[config.mk]
export PLATFORM = sky130hd
export DESIGN_NAME = led_pattern_engine
export DESIGN_NICKNAME = d
export VERILOG_FILES = /design/src/rtl/led_pkg.sv /design/src/rtl/led_pattern_map.sv /design/src/rtl/led_pattern_engine.sv
export SDC_FILE = /design/constraint.sdc
export NUM_CORES = 1
export LEC_CHECK = 0
export ABC_AREA = 0
export CAP_MARGIN = 20
export CORE_ASPECT_RATIO = 1.1
export CORE_MARGIN = 2
export CORE_UTILIZATION = 55
export CTS_CLUSTER_DIAMETER = 50
export DETAILED_ROUTE_END_ITERATION = 12
export PLACE_DENSITY_LB_ADDON = 0.2
export SLEW_MARGIN = 20
export SYNTH_ARGS = -nofsm -noshare
export SYNTH_HDL_FRONTEND = slang
export SYNTH_SLANG_ARGS = --single-unit
[constraint.sdc]
create_clock -name clk -period 4.05 [get_ports clk]
set_input_delay 0.405 -clock clk [delete_from_list [all_inputs] [get_ports clk]]
set_output_delay 0.405 -clock clk [all_outputs]
set_load 0.005 [all_outputs]
[src/rtl/led_pkg.sv]
// Shared encodings and cycle-length helper for the LED pattern engine and its pattern map.
package led_pkg;

  typedef enum logic [1:0] {
    MODE_FILL_DRAIN = 2'd0,
    MODE_CHASE      = 2'd1,
    MODE_BOUNCE     = 2'd2,
    MODE_BLINK      = 2'd3
  } mode_e;

  typedef enum logic [1:0] {
    ST_IDLE = 2'd0,
    ST_RUN  = 2'd1,
    ST_DONE = 2'd2
  } state_e;

  // Number of pattern steps in one full cycle of the given mode.
  function automatic int unsigned cycle_len(input mode_e m, input int unsigned width);
    case (m)
      MODE_FILL_DRAIN: return 2 * width;
      MODE_CHASE:      return width;
      MODE_BOUNCE:     return 2 * width - 2;
      default:         return 2;
    endcase
  endfunction

endpackage

[src/rtl/led_pattern_map.sv]
// Combinational (mode, dir, idx) -> LED pattern lookup; dir=1 bit-reverses the result.
module led_pattern_map
  import led_pkg::*;
#(
  parameter  int unsigned WIDTH = 18,
  localparam int unsigned IW    = $clog2(2 * WIDTH)
) (
  input  mode_e            i_mode,
  input  logic             i_dir,
  input  logic [IW-1:0]    i_idx,
  output logic [WIDTH-1:0] o_pattern
);

  int unsigned      w_idx;
  int unsigned      w_fill;
  int unsigned      w_pos;
  logic [WIDTH-1:0] w_fwd;

  always_comb begin
    // NOTE: every variable gets a value before any branch so no latch can be inferred.
    w_fwd     = '0;
    o_pattern = '0;
    w_idx     = 32'(i_idx);
    // Fill count climbs to WIDTH ones, then drains down to zero ones on the last step.
    w_fill    = (w_idx < WIDTH) ? w_idx + 1 : 2 * WIDTH - 1 - w_idx;
    w_pos     = (w_idx < WIDTH) ? w_idx : 2 * WIDTH - 2 - w_idx;

    for (int unsigned i = 0; i < WIDTH; i++) begin
      case (i_mode)
        MODE_FILL_DRAIN: w_fwd[i] = (i < w_fill);
        MODE_CHASE:      w_fwd[i] = (i == w_idx);
        MODE_BOUNCE:     w_fwd[i] = (i == w_pos);
        default:         w_fwd[i] = (w_idx == 0);
      endcase
    end

    for (int unsigned i = 0; i < WIDTH; i++) begin
      o_pattern[i] = i_dir ? w_fwd[WIDTH-1-i] : w_fwd[i];
    end
  end

endmodule

[src/rtl/led_pattern_engine.sv]
// LED sequence engine: start/done level handshake, step-paced pattern index, repeat counter.
module led_pattern_engine
  import led_pkg::*;
#(
  parameter int unsigned WIDTH    = 18,
  parameter int unsigned REPEAT_W = 4
) (
  input  logic                clk,
  input  logic                async_rs_n,
  input  logic                start,
  input  logic                step_en,
  input  logic [1:0]          mode,
  input  logic                dir,
  input  logic [REPEAT_W-1:0] repeats,
  output logic [WIDTH-1:0]    out,
  output logic                busy,
  output logic                done
);

  localparam int unsigned IW = $clog2(2 * WIDTH);

  state_e              r_state;
  logic [IW-1:0]       r_idx;
  logic [REPEAT_W-1:0] r_rep_cnt;
  mode_e               r_mode;
  logic                r_dir;
  logic [REPEAT_W-1:0] r_repeats;
  logic [WIDTH-1:0]    r_out;
  logic                r_busy;
  logic                r_done;

  state_e              w_next_state;
  logic [IW-1:0]       w_next_idx;
  logic [REPEAT_W-1:0] w_next_rep;
  logic                w_launch;
  mode_e               w_map_mode;
  logic                w_map_dir;
  logic [IW-1:0]       w_last_idx;
  logic [REPEAT_W-1:0] w_rep_inc;
  logic [WIDTH-1:0]    w_pattern;

  assign w_last_idx = IW'(cycle_len(r_mode, WIDTH) - 1);
  assign w_rep_inc  = r_rep_cnt + REPEAT_W'(1);

  // At launch the pattern must come from the live inputs, not the not-yet-latched copies.
  assign w_map_mode = w_launch ? mode_e'(mode) : r_mode;
  assign w_map_dir  = w_launch ? dir : r_dir;

  led_pattern_map #(.WIDTH(WIDTH)) u_map (
    .i_mode    (w_map_mode),
    .i_dir     (w_map_dir),
    .i_idx     (w_next_idx),
    .o_pattern (w_pattern)
  );

  always_comb begin
    w_next_state = r_state;
    w_next_idx   = r_idx;
    w_next_rep   = r_rep_cnt;
    w_launch     = 1'b0;

    case (r_state)
      ST_IDLE: begin
        if (start) begin
          w_launch     = 1'b1;
          w_next_idx   = '0;
          w_next_rep   = '0;
          w_next_state = ST_RUN;
        end
      end
      ST_RUN: begin
        if (!start) begin
          w_next_state = ST_IDLE;
          w_next_idx   = '0;
        end else if (step_en) begin
          if (r_idx == w_last_idx) begin
            w_next_idx = '0;
            if (r_repeats != '0) begin
              w_next_rep = w_rep_inc;
              if (w_rep_inc == r_repeats) w_next_state = ST_DONE;
            end
          end else begin
            w_next_idx = r_idx + IW'(1);
          end
        end
      end
      ST_DONE: begin
        if (!start) w_next_state = ST_IDLE;
      end
      default: w_next_state = ST_IDLE;
    endcase
  end

  // NOTE: sequential state uses non-blocking assignments so all registers update from pre-edge values.
  always_ff @(posedge clk or negedge async_rs_n) begin
    if (!async_rs_n) begin
      r_state   <= ST_IDLE;
      r_idx     <= '0;
      r_rep_cnt <= '0;
      r_mode    <= MODE_FILL_DRAIN;
      r_dir     <= 1'b0;
      r_repeats <= '0;
      r_out     <= '0;
      r_busy    <= 1'b0;
      r_done    <= 1'b0;
    end else begin
      r_state   <= w_next_state;
      r_idx     <= w_next_idx;
      r_rep_cnt <= w_next_rep;
      if (w_launch) begin
        r_mode    <= mode_e'(mode);
        r_dir     <= dir;
        r_repeats <= repeats;
      end
      // The LEDs show pattern(idx) only while running; IDLE and DONE force them dark.
      r_out  <= (w_next_state == ST_RUN) ? w_pattern : '0;
      r_busy <= (w_next_state == ST_RUN);
      r_done <= (w_next_state == ST_DONE);
    end
  end

  assign out  = r_out;
  assign busy = r_busy;
  assign done = r_done;

endmodule

==> Yosys cells after proc, flatten, opt, wreduce, memory -nomap -nowiden <==
Index checks and enable logic that the tools add are counted.
{ "classes": {"n_addsub": 6, "magnitude_cmp": 19, "n_eq_ne": 49, "n_mux": 63, "n_reduce_logical": 8} }
{ "op_table": {"columns": ["op", "n"], "rows": [
  ["4-bit by 32-bit equality test with 1-bit output, first input constant", 8],
  ["4-bit by 32-bit less-than comparator with 1-bit output, first input constant", 8],
  ["3-bit by 32-bit equality test with 1-bit output, first input constant", 4],
  ["3-bit by 32-bit less-than comparator with 1-bit output, first input constant", 4],
  ["2-bit by 32-bit equality test with 1-bit output, first input constant", 2],
  ["5-bit by 32-bit equality test with 1-bit output, first input constant", 2],
  ["1-bit by 32-bit less-than comparator with 1-bit output, first input constant", 2],
  ["2-bit by 32-bit less-than comparator with 1-bit output, first input constant", 2],
  ["5-bit by 32-bit less-than comparator with 1-bit output, first input constant", 2],
  ["32-bit two-way mux", 2],
  ["1-bit one-hot mux with 3 select lines", 17],
  ["4-bit by 6-bit equality test with 1-bit output, first input constant", 8],
  ["1-bit by 32-bit equality test with 1-bit output, first input constant", 1],
  ["32-bit zero test", 1],
  ["3-bit by 6-bit equality test with 1-bit output, first input constant", 4],
  ["6-bit two-way mux", 4],
  ["1-bit two-way mux", 21],
  ["4-bit two-way mux", 5],
  ["18-bit two-way mux", 1],
  ["6-bit one-hot mux with 3 select lines", 1],
  ["2-bit two-way mux", 8],
  ["6-bit by 6-bit subtractor with 7-bit output, first input constant", 2],
  ["2-bit by 6-bit equality test with 1-bit output, first input constant", 2],
  ["5-bit by 6-bit equality test with 1-bit output, first input constant", 2],
  ["20 further kinds", 32]
]} }
{ "word_totals": {"register_bits": 39, "input_bits": 11, "out_inout_bits": 20, "elab_cells": 154} }

==> Depth between registers and ports, before layout <==
{ "depth": {"depth_word": 14, "ltp_mapped": 15, "ltp_nobuf": 14} }

==> Modules after synthesis <==
Synthesis repeated with hierarchy kept, for this count alone.
{ "hier_totals": {"cells_unflattened": 412, "hier_area_um2": 3309.4} }
{ "by_module_without_submodules": {"columns": ["mod", "n_inst", "cells_each", "area_each_um2", "seq_area_each_um2"], "rows": [
  ["led_pattern_engine", 1, 177, 1830.5, 975.9],
  ["led_pattern_map", 1, 235, 1478.9, 0.0]
]} }

==> Least setup slack after synthesis <==
OpenSTA, ideal clock, no wires.
{ "synth_path": {"kind": "register -> register", "from": "reg r_mode[0]", "to": "reg r_out[13] (netlist: out[13])", "setup_time_ps": 121, "arrival_time_ps": 3304, "t_required_ps": 3929, "slack_ps": 625, "path_stages_with_launch": 14, "n_path_buf": 2, "period_less_slack_ps": 3425, "path_cell_list": "dfrtp_1 > and2b_1 > xnor2_1 > a22o_4 > clkbuf_1 > ha_1 > nand2_1 > o211a_2 > nor2_2 > mux2i_2 > buf_6 > o211ai_2 > a221o_1 > a22o_1"} }
{ "synth_via": {"elab_chain_cells": 14, "word_cells_on_any_way": 36, "classes_between": "add/sub: 4; order compare: 3; eq/ne: 10; mux: 16; reduce/logical: 3"} }
{ "synth_rtl": {"columns": ["item", "line", "rtl"], "rows": [
  ["start, declared", "led_pattern_engine.sv:25", "mode_e r_mode;"],
  ["start signal, assigned", "led_pattern_engine.sv:111", "r_mode <= mode_e'(mode);"],
  ["2-bit equality test, or another cell as far along", "led_pkg.sv:19", "case (m)"],
  ["6-bit one-hot mux with 3 select lines", "led_pkg.sv:19", null],
  ["6-bit by 1-bit subtractor with 6-bit output", "led_pattern_engine.sv:42", "assign w_last_idx = IW'(cycle_len(r_mode, WIDTH) - 1);"],
  ["6-bit equality test", "led_pattern_engine.sv:76", "if (r_idx == w_last_idx) begin"],
  ["6-bit two-way mux", "led_pattern_engine.sv:76", null],
  ["6-bit two-way mux", "led_pattern_engine.sv:75", "end else if (step_en) begin"],
  ["6-bit two-way mux", "led_pattern_engine.sv:72", "if (!start) begin"],
  ["6-bit one-hot mux with 2 select lines", "led_pattern_engine.sv:62", "case (r_state)"],
  ["6-bit by 6-bit subtractor with 7-bit output, or another cell as far along", "led_pattern_map.sv:25", "w_fill = (w_idx < WIDTH) ? w_idx + 1 : 2 * WIDTH - 1 - w_idx;"],
  ["32-bit two-way mux (on tied branches)", "led_pattern_map.sv:25, led_pattern_map.sv:26", null],
  ["4-bit by 32-bit less-than comparator with 1-bit output, or another cell as far along", "led_pattern_map.sv:30", "MODE_FILL_DRAIN: w_fwd[i] = (i < w_fill);"],
  ["1-bit one-hot mux with 3 select lines", "led_pattern_map.sv:29", "case (i_mode)"],
  ["1-bit two-way mux", "led_pattern_map.sv:38", "o_pattern[i] = i_dir ? w_fwd[WIDTH-1-i] : w_fwd[i];"],
  ["18-bit two-way mux *", "led_pattern_engine.sv:116", "r_out <= (w_next_state == ST_RUN) ? w_pattern : '0;"],
  ["end signal, assigned", "led_pattern_engine.sv:116", null],
  ["end, declared", "led_pattern_engine.sv:28", "logic [WIDTH-1:0] r_out;"]
]} }
Every way passes the cells marked *; elsewhere a longest branch is shown, timed or not.
A chain may end at the register's enable or synchronous reset.

==> Worst setup path in the final report <==
{ "layout_path": {"from": "in step_en", "to": "reg r_out[10] (netlist: out[10])"} }
{ "layout_via": {"elab_chain_cells": 9, "word_cells_on_any_way": 24, "classes_between": "add/sub: 3; order compare: 3; eq/ne: 5; mux: 12; reduce/logical: 1"} }
{ "layout_rtl": {"columns": ["item", "line", "rtl"], "rows": [
  ["start, declared", "led_pattern_engine.sv:11", "input logic step_en,"],
  ["6-bit two-way mux *", "led_pattern_engine.sv:75", null],
  ["6-bit two-way mux *", "led_pattern_engine.sv:72", null],
  ["6-bit one-hot mux with 2 select lines *", "led_pattern_engine.sv:62", null],
  ["net u_map.i_idx[1]", "led_pattern_map.sv:10", "input logic [IW-1:0] i_idx,"],
  ["6-bit by 6-bit subtractor with 7-bit output, or another cell as far along", "led_pattern_map.sv:25", null],
  ["32-bit two-way mux (on tied branches)", "led_pattern_map.sv:25, led_pattern_map.sv:26", null],
  ["4-bit by 32-bit less-than comparator with 1-bit output, or another cell as far along", "led_pattern_map.sv:30", null],
  ["1-bit one-hot mux with 3 select lines", "led_pattern_map.sv:29", null],
  ["1-bit two-way mux *", "led_pattern_map.sv:38", null],
  ["18-bit two-way mux *", "led_pattern_engine.sv:116", null]
]} }
The timed path passes the listed nets; every way through them passes the cells marked *.

==> flow_summary.ini <==
[run_status]
status = completed

[global_routing]
grt-ovfl-total = 0
grt.busiest_layer = met2
globalRouteMet1Util = 0.334
met2_usage = 0.447
grt_pass1_wl_mm = 12.2
grt_pass1_vias = 2591
grt_util_all_layers = 0.262
grt_max_degree = 40
grt.met3_usage = 0.0335
antenna_found_initial = 0

[critical_path]
cp_cell_sequence = clkdlybuf4s50_1 -> and4bb_1 -> and4b_4 -> a21boi_1 -> a21oi_1 -> inv_2 -> ha_1 -> buf_4 -> a2111oi_0 -> o221ai_1 -> o21ai_0 -> a221oi_2 -> a211oi_1
r2r_setup_slack_ns = 0.35
path_max_fanout = 11
r2r-end = out[10]
cp-end-kind = flop
cp_slowest_cell = o21ai_0
slowest_delay_ns = 0.57
ff2ff_path_depth = 12
criticalPathCategory = in -> reg
worstPathRequired_ns = 4.25
start_kind = primary input
arrival_ns = 3.90
worstReg2RegStart = r_mode[0]

[clocking]
tritoncts = done
cts.path.max_buffers = 2
cts-root-buf = clkbuf_8
post_cts_resized = 0
clock_latency_ns = 0.29
postCtsHoldBufs = 0
numCtsBuffers = 5
post_cts_buffers = 0
cts.sinks = 39
clk_pin_slew_ns = 0.08
cts_htree_levels = 2

[logic_synthesis]
synth.net_count = 333
seq_area_frac_synth = 0.330
ys.flop_type = dfrtp_1
syn-instance-count = 313
synth_edf_count = 0
syn_area_per_cell_um2 = 9.45
ys_ff_latch = 39
syn_area_um2 = 2960
synthArstFlopShare = 1.00
ys_types = 80
yosysWarningCount = 0

[finish]
final_util = 0.656
fin_nets = 373
mostFrequentLayoutCells = 39 x dfrtp_1, 29 x clkdlybuf4s50_1, 25 x nand2_1
final_common_cell = dfrtp_1
drive_gt1_frac = 0.147
n_fill_cell = 432
synthToLayoutAreaGrowth_pct = 17.3
insertedDiodeCount = 0

[detailed_routing]
drt-initial-drc-count = 231
vias = 2743
first_pass_iters = 4
wl_per_cell_um = 17.2
vias_per_cell = 6.39
drc = 0
ant_nets = 0
wirelength_mm = 7.36

[timing]
period_needed_ns = 3.71
max_freq_ghz = 0.270
setup_tns_ns = 0
worstMarginPinSlew_ns = 0.869
finalClockSkew_ns = 0.00725
rsz0062_at_grt = false
max_slew_margin = 0.421
timing.final.crit_share = 0.916
slew_viol_final = 0
finalSetupViolations = 0
holdWs_ns = 0.229
finalHoldViolCount = 0

[place]
port_buffers = 30
place_congestion = 0.987
dp_hpwl_mm = 5.72

[flow_run]
cap_violations = 0

[pwr]
powerDensity_nw_per_um2 = 285
power.leakage_nw = 1.44
irDropWorstVdd_mv = 0.229

[floorplan]
initial_utilization = 0.559
die-area_um2 = 5980
die_x_um = 73.9
ios = 31
core_area_um2 = 5290
num_rows = 28
fp.dieH_um = 80.9

[worst_hold_path]
hp-class = in -> async
[power breakdown]
group / switching (mW) / internal [mW]
logic: 0.150 / 0.134
clock network: 0.138 / 0.120
registers: 0.0205 / 0.425
[sequential cells by signal, summed over array words and instances, names as in the netlist, 2 cells and up]
signal     count
r_idx          6
r_rep_cnt      4
r_state        2
r_mode         2
r_repeats      4
out           18
[per-stage QoR]
stage / total power, mW / area, um^2 / setup WS, ns / cells
global placement: 0.729 / 3380 / 0.0650 / 421
global route: 1.04 / 3470 / 0.0587 / 429
CTS: 0.991 / 3470 / 0.403 / 429
floorplan: 0.619 / 2960 / 0.625 / 313
detailed placement: 0.736 / 3380 / 0.115 / 421
finish: 0.988 / 3470 / 0.341 / 429
[synth_stat cells (all sizes together), types with 3 or more instances]
cell	n	area, um^2
o211ai	10	80.1
nand4	5	31.3
or3	3	18.8
a221oi	3	45.0
a21o	4	38.8
o31ai	6	45.0
o311a	3	30.0
o2111ai	3	26.3
xnor2	7	61.3
a2111oi	3	26.3
ha	9	113
o41ai	3	33.8
o21ai	14	77.6
nor2	20	77.6
mux2i	7	73.8
xor2	4	35.0
a31oi	6	52.6
o21bai	5	41.3
nor3	7	35.0
dfrtp	39	976
nand2	25	93.8
a211oi	11	87.6
a22o	9	87.6
mux2	5	56.3
o21a	5	45.0
inv	12	47.6
o221ai	4	35.0
nand3	11	55.1
a21oi	12	60.1
o22ai	5	31.3
nand2b	4	32.5
buf	10	68.8
nor4	3	18.8
[worst max-delay path: cells and delay by family]
family | cells | cell delay, ns
and+or+nand+nor | 2 | 0.56
adders and majority gates | 1 | 0.24
buffers and inverters | 3 | 0.78
AOI/OAI and AO/OA | 7 | 1.91
[logic make-up after synthesis]
family | after synthesis | synth area share
adder cells (fa/ha/maj) | 9 | 0.0381
AO/OA/AOI/OAI | 123 | 0.338
AND/OR/NAND/NOR | 93 | 0.169
XOR/XNOR | 11 | 0.0326
buffers and inverters | 26 | 0.0486
flip-flops | 39 | 0.330
multiplexers | 12 | 0.0440
[final cells by class]
| class | count | area [um^2] | share of cell area |
|---|---|---|---|
| clock buffer | 6 | 72.6 | 0.0209 |
| clock inverter | 2 | 12.5 | 0.00361 |
| inverter | 14 | 67.6 | 0.0195 |
| multi-input combinational | 248 | 1840 | 0.530 |
| sequential | 39 | 976 | 0.281 |
| tap | 75 | 93.8 | 0.0271 |
| timing repair buffer | 45 | 408 | 0.118 |
[worst max path at each step]
stage / from / end / cells past startpoint
floorplan: r_mode[0] / out[13] / 13
global placement: step_en / out[10] / 13
global route: r_mode[0] / out[7] / 12
CTS: step_en / out[10] / 13
finish: step_en / out[10] / 13
detailed placement: step_en / out[10] / 13
[metal layers]
metal  routed length [um]  part of all wire
met5                    0                 0
met4                  208             0.028
met3                  257             0.035
met2                 3700              0.50
met1                 3190              0.43
No activity file was read; power rests on OpenSTA's default activity.
